**src/rtl/display_scheduler.sv**
```systemverilog
// Time-multiplexes two score sources and preemptive event values onto a
// saturated 3-digit display, with a common tick prescaler driving dwell times.
module display_scheduler #(
  parameter int PRESCALE     = 50000,
  parameter int ROTATE_TICKS = 1000,
  parameter int HOLD_TICKS   = 2000
) (
  input  logic        clk,
  input  logic        rst,
  input  logic [11:0] score_a,
  input  logic [11:0] score_b,
  input  logic        evt_req,
  input  logic [11:0] evt_data,
  output logic        evt_ack,
  output logic [11:0] disp_data,
  output logic [1:0]  disp_src,
  output logic        busy,
  output logic [1:0]  state_dbg
);

  localparam int PW = $clog2(PRESCALE + 1);
  localparam int RW = $clog2(ROTATE_TICKS + 1);
  localparam int HW = $clog2(HOLD_TICKS + 1);

  typedef enum logic [1:0] {
    SHOW_A   = 2'd0,
    SHOW_B   = 2'd1,
    SHOW_EVT = 2'd2
  } state_t;

  // Handshake: evt_req is a level held by the requester; it is accepted only
  // in a score state, and evt_ack pulses for one cycle the cycle after the
  // accepting edge, at which point evt_data has been captured.

  state_t        state, state_n, ret, ret_n;
  logic [PW-1:0] pcnt, pcnt_n;
  logic [RW-1:0] rot, rot_n;
  logic [HW-1:0] hold, hold_n;
  logic [11:0]   latch, latch_n;
  logic          tick, accept;
  logic [11:0]   src_val, sat_val;

  assign tick      = (pcnt == PW'(PRESCALE - 1));
  assign state_dbg = state;

  always_comb begin
    state_n = state;
    ret_n   = ret;
    pcnt_n  = tick ? '0 : pcnt + 1'b1;
    rot_n   = rot;
    hold_n  = hold;
    latch_n = latch;
    accept  = 1'b0;
    case (state)
      SHOW_A, SHOW_B: begin
        // A pending event beats a coinciding rotation tick.
        if (evt_req) begin
          accept  = 1'b1;
          state_n = SHOW_EVT;
          ret_n   = state;
          latch_n = evt_data;
          pcnt_n  = '0;
          hold_n  = '0;
        end else if (tick) begin
          if (rot == RW'(ROTATE_TICKS - 1)) begin
            rot_n   = '0;
            state_n = (state == SHOW_A) ? SHOW_B : SHOW_A;
          end else begin
            rot_n = rot + 1'b1;
          end
        end
      end
      SHOW_EVT: begin
        if (tick) begin
          if (hold == HW'(HOLD_TICKS - 1)) begin
            state_n = ret;
            rot_n   = '0;
            pcnt_n  = '0;
            hold_n  = '0;
          end else begin
            hold_n = hold + 1'b1;
          end
        end
      end
      default: state_n = SHOW_A;
    endcase
  end

  always_comb begin
    case (state)
      SHOW_B:   src_val = score_b;
      SHOW_EVT: src_val = latch;
      default:  src_val = score_a;
    endcase
    sat_val = (src_val > 12'd999) ? 12'd999 : src_val;
  end

  always_ff @(posedge clk or posedge rst) begin
    if (rst) begin
      state     <= SHOW_A;
      ret       <= SHOW_A;
      pcnt      <= '0;
      rot       <= '0;
      hold      <= '0;
      latch     <= '0;
      evt_ack   <= 1'b0;
      disp_data <= '0;
      disp_src  <= 2'd0;
      busy      <= 1'b0;
    end else begin
      state     <= state_n;
      ret       <= ret_n;
      pcnt      <= pcnt_n;
      rot       <= rot_n;
      hold      <= hold_n;
      latch     <= latch_n;
      evt_ack   <= accept;
      disp_data <= sat_val;
      disp_src  <= state;
      busy      <= (state == SHOW_EVT);
    end
  end

endmodule

```
**config.mk**
```make
export PLATFORM = sky130hd
export DESIGN_NAME = display_scheduler
export DESIGN_NICKNAME = d
export VERILOG_FILES = /design/src/rtl/display_scheduler.sv
export SDC_FILE = /design/constraint.sdc
export NUM_CORES = 1
export LEC_CHECK = 0
export ABC_AREA = 1
export ABC_CLOCK_PERIOD_IN_PS = 2400
export CAP_MARGIN = 15
export CORE_MARGIN = 2
export CORE_UTILIZATION = 54
export CTS_CLUSTER_DIAMETER = 80
export DETAILED_ROUTE_END_ITERATION = 8
export PLACE_DENSITY_LB_ADDON = 0.3
export SYNTH_ARGS = -nofsm -noshare
export SYNTH_HDL_FRONTEND = slang
export SYNTH_SLANG_ARGS = --single-unit
```
**constraint.sdc**
```tcl
create_clock -name clk -period 2.4 [get_ports clk]
set_clock_uncertainty 0.05 [all_clocks]
set_input_delay 0.36 -clock clk [delete_from_list [all_inputs] [get_ports clk]]
set_output_delay 0.36 -clock clk [all_outputs]
set_load 0.05 [all_outputs]
```
### Word level (Yosys, flattened, before mapping)

Index checks and enable logic that the tools add are counted.

* add/sub/neg operators: 3
* order comparisons: 1
* equality and inequality tests: 12
* muxes and demuxes: 26
* reductions and logical operators: 7

Operators by type and width (number)
* $mux W16: 4
* $mux W10: 5
* $mux W11: 3
* $pmux W16 S2: 1
* $pmux W12 S2: 1
* $pmux W11 S2: 1
* $pmux W10 S2: 1
* $add A16 B1 Y16 const B: 1
* $eq A16 B16 Y1 const B: 1
* $gt A12 B10 Y1 const B: 1
* $mux W12: 1
* $add A11 B1 Y11 const B: 1
* $eq A11 B11 Y1 const B: 1
* $add A10 B1 Y10 const B: 1
* $eq A10 B10 Y1 const B: 1
* $mux W2: 5
* $ne A2 B2 Y1 const B: 5
* $ne A3 B3 Y1 const B: 2
* $reduce_and A5 Y1: 1
* $pmux W2 S2: 1
* $reduce_and A4 Y1: 1
* $mux W1: 3
* $reduce_and A3 Y1: 1
* $eq A2 B1 Y1 const B: 1
* other kinds (5): 5

* register bits after elaboration: 69
* bits of input ports: 39
* output and inout bits: 18
* word-level logic and storage cells: 59

### Longest topological paths before layout

* word-level depth: 6
* depth in mapped cells: 12
* depth with buffers taken out: 11

### Least setup slack after synthesis

Ideal clock, no wire load.

* path kind: register to register
* start point: register state[1], in the netlist state_dbg[1]
* end point: register disp_data[3]
* library setup time: 126 ps
* data arrival time: 2054 ps
* data required time: 2224 ps
* path slack: 170 ps
* cell stages (with the launch flop): 9
* buffers on the path: 1
* clock period less this slack: 2230 ps
* cell sequence: dfrtp_1 > inv_1 > ha_1 > clkbuf_1 > o21ai_0 > nor3_1 > nand2_2 > nand2_1 > nor2_1

* word-level cells in the longest chain between the ends: 4
* elaborated cells between the ends (all ways): 5
* classes of those cells: order compare: 1; eq/ne: 2; mux: 2

Ends and longest elaborated chain
* start: declaration: line 35 `state_t state, state_n, ret, ret_n;`
* start signal: assignment: line 111 `state <= state_n;`
* $eq A2 B2 Y1 / $eq A2 B1 Y1 (equally long branches): line 90 `case (state)`
* $pmux W12 S2 *: line 90
* $gt A12 B10 Y1: line 95 `sat_val = (src_val > 12'd999) ? 12'd999 : src_val;`
* $mux W12 *: line 95
* named net sat_val[3]: line 41 `logic [11:0] src_val, sat_val;`
* end signal: assignment: line 118 `disp_data <= sat_val;`
* end: declaration: line 15 `output logic [11:0] disp_data,`

Mark *: on every way through the listed nets, which the timed path passes. The rest lies on a longest branch.
A chain may end at the register's enable or synchronous reset.

### Worst setup path in the final report

Ends and elaborated chain as after synthesis.

==> summary.md <==
| Metric | Value |
|---|---|
| Status | `completed` |
| Num Clock Sinks | `between 60 and 70` |
| CTS root buf | `clkbuf_8` |
| Post-CTS Resized | `0` |
| Initial Utilization | `56.1%` |
| Fin. Hold Viols | `0` |
| LEAKAGE | `about 2.2 nW` |
| Final ANT Viol Nets | `0` |
| Crit share post-route | `88.5%` |
| Via count | `between 3,000 and 4,000` |
| Global-route wire length before repair | `between 10,000 and 15,000 um` |
| Distinct cells, synth | `30` |
| H-tree depth | `3` |
| Ant diodes | `0` |
| Max-capacitance violation count | `0` |
| Final wirelength | `8360 um` |
| First-pass iteration count of the detailed router | `4` |
| Clock slew at reported path FFs | `0.07 ns` |
| Syn Inst Count | `528` |
| Final min period | `2.13 ns` |
| Finish-stage setup viols | `0` |
| I/O pins | `57` |
| GR Layer Usage met1 | `29.9%` |
| Final Max Slew Viols | `0` |
| EDFF count, synth | `0` |
| CTS tree | `built` |
| Cts hold-fix bufs | `0` |
| Core Rows | `30` |
| Worst IR Drop VDD | `between 0.5 and 0.6 mV` |
| WL/cell | `12.1 um` |
| Yosys warning count | `0` |
| Die width | `88.2 um` |
| Post-DP HPWL | `6130 um` |
| Clock Latency Late Sink | `0.35 ns` |
| Tightest Pin Transition | `0.826 ns` |
| Vias in the first global route | `3,330` |
| Placer congestion estimate | `0.936` |
| Met3 Use GR | `7.18%` |
| GR Overflow Total | `0` |
| DRT iter0 DRCs | `195` |
| Global routing's busiest layer | `met2` |
| Worst reg-to-reg path cell count | `8` |
| Placed Area | `4510 um2` |
| CP Launch Type | `flop` |
| Via/cell ratio | `5.16` |
| Worst setup EP type | `flop` |
| Post-synthesis sequential area ratio | `45.1%` |
| Syn-to-layout area delta | `22.9%` |
| Die ar. | `7790 um2` |
| Deepest clock path buffer count | `2` |
| Port Buffers | `56` |
| Total power | `0.00472 W` |
| Critical path required time | `2.57 ns` |
| Syn_area_per_cell | `7.26 um2` |
| Met2 Use GR | `just over 40%` |
| Pwr Density | `1000 nW/um2` |
| Largest net degree at the start of global routing | `70` |
| Leading register cell type out of synthesis | `dfrtp_1` |
| Chip height | `88.2 um` |
| GRT Total Usage | `23.9%` |
| Core Box Area | `6830 um2` |
| Relative max-transition margin | `44.6%` |
| Post-CTS Setup Inserts | `0` |
| Initial antenna violation count | `0` |
| Drc violations | `0` |
| CP Max Fanout | `22` |
| CTS Buf Count | `9` |
| Kind of critical path | `reg2reg` |
| Hold Path Class | `in2async` |
| Layout cell share with drive strength beyond 1 | `7.24%` |
| Fmax | `471 MHz` |
| Flop2flop setup slack | `0.27 ns` |
| RSZ-0062 raised after global routing | `no` |
| Mapped Area | `3830 um2` |
| Fin Setup TNS | `0 ns` |
| Nets@finish | `636` |
| Async SR Flop Fraction | `100%` |
| Seq cells post-synth | `69` |
| CP arrival | `2.30 ns` |
| Design area | `4710 um2` |
[path summary, 6_finish.rpt]
check,end,startpoint
setup / recovery,disp_data[3],state_dbg[1]
hold / removal,pcnt[1],rst
setup reg to reg,disp_data[3],state_dbg[1]
hold reg to reg,pcnt[0],pcnt[0]
max in group asynchronous,hold[9],rst
min in group clk,pcnt[0],pcnt[0]
[critical path: stages (launching register included)]
cell and delay, ns:
dfrtp_1 0.35, inv_1 0.09, ha_1 0.65, or2_2 0.21, nand2_1 0.07, nor3_1 0.26, nand2_2 0.17, nand2_1 0.11
nor2_1 0.05
[area by class of cell]
class	count	area, um2
Fill cell	579	2120
Multi-Input combinational cell	395	1840
Sequential cell	69	1730
Timing Repair Buffer	64	633
Inverter	51	191
Clock buffer	11	151
Tap cell	96	120
Clock inverter	4	47.5
[cells by family (layout without fill, tap and decap cells)]
logic type	after synthesis	in the layout	synth area share (%)
simple gates	338	338	38.0
flops	69	69	45.1
buf+inv	65	130	7.02
compound gates	41	41	5.91
fa+ha+maj	7	7	2.29
xor+xnor	7	7	1.60
other cells	1	2	0.0978
[placed cells by master (no fill, tap or decap), types with 7 or more instances in the layout]
master / count
a21oi_1: 10
buf_4: 7
clkbuf_8: 11
clkdlybuf4s50_1: 56
dfrtp_1: 69
ha_1: 7
inv_1: 50
nand2_1: 178
nand3_1: 54
nand4_1: 12
nor2_1: 64
nor3_1: 10
o21ai_0: 22
[routing by layer]
metal  part of all wire [%]  vias to the layer above
li1                       -                     1796
met3                    5.4                       17
met1                     44                     1647
met5                      0                        -
met4                    1.8                        0
met2                     49                      101
[sequential cells by signal, indices dropped and copies added, names as in the netlist]
| signal | count |
|---|---|
| pcnt | 16 |
| disp_data | 12 |
| latch | 12 |
| hold | 11 |
| rot | 10 |
| disp_src | 2 |
| ret | 2 |
| state_dbg | 2 |
| busy | 1 |
| evt_ack | 1 |
[through the flow]
stage,instances,worst slack [ns],util (%),hold WS (ns)
4_1_cts,690,0.315,69.0,0.369
3_3_place_gp,675,0.432,66.0,0.393
5_1_grt,690,0.0909,69.0,0.388
2_1_floorplan,529,0.170,-,0.383
3_5_place_dp,675,0.304,66.0,0.409
6_report,690,0.275,69.0,0.354
[report_power, final]
part / switching [W] / leakage (nW) / internal [W]
logic: 0.00141 / 1.26 / 0.000723
registers: 0.000176 / 0.890 / 0.00145
clock network: 0.000430 / 0.101 / 0.000527
[synthesized netlist by cell type, types with 7 or more instances]
library cell	instances	share of area (%)
a21oi_1	10	1.3
buf_2	7	0.91
dfrtp_1	69	45
ha_1	7	2.3
inv_1	51	5.0
nand2_1	178	17
nand3_1	54	7.1
nand4_1	12	2.0
nor2_1	64	6.3
nor3_1	10	1.3
o21ai_0	22	2.9
Power figures use the tool's default switching activity.
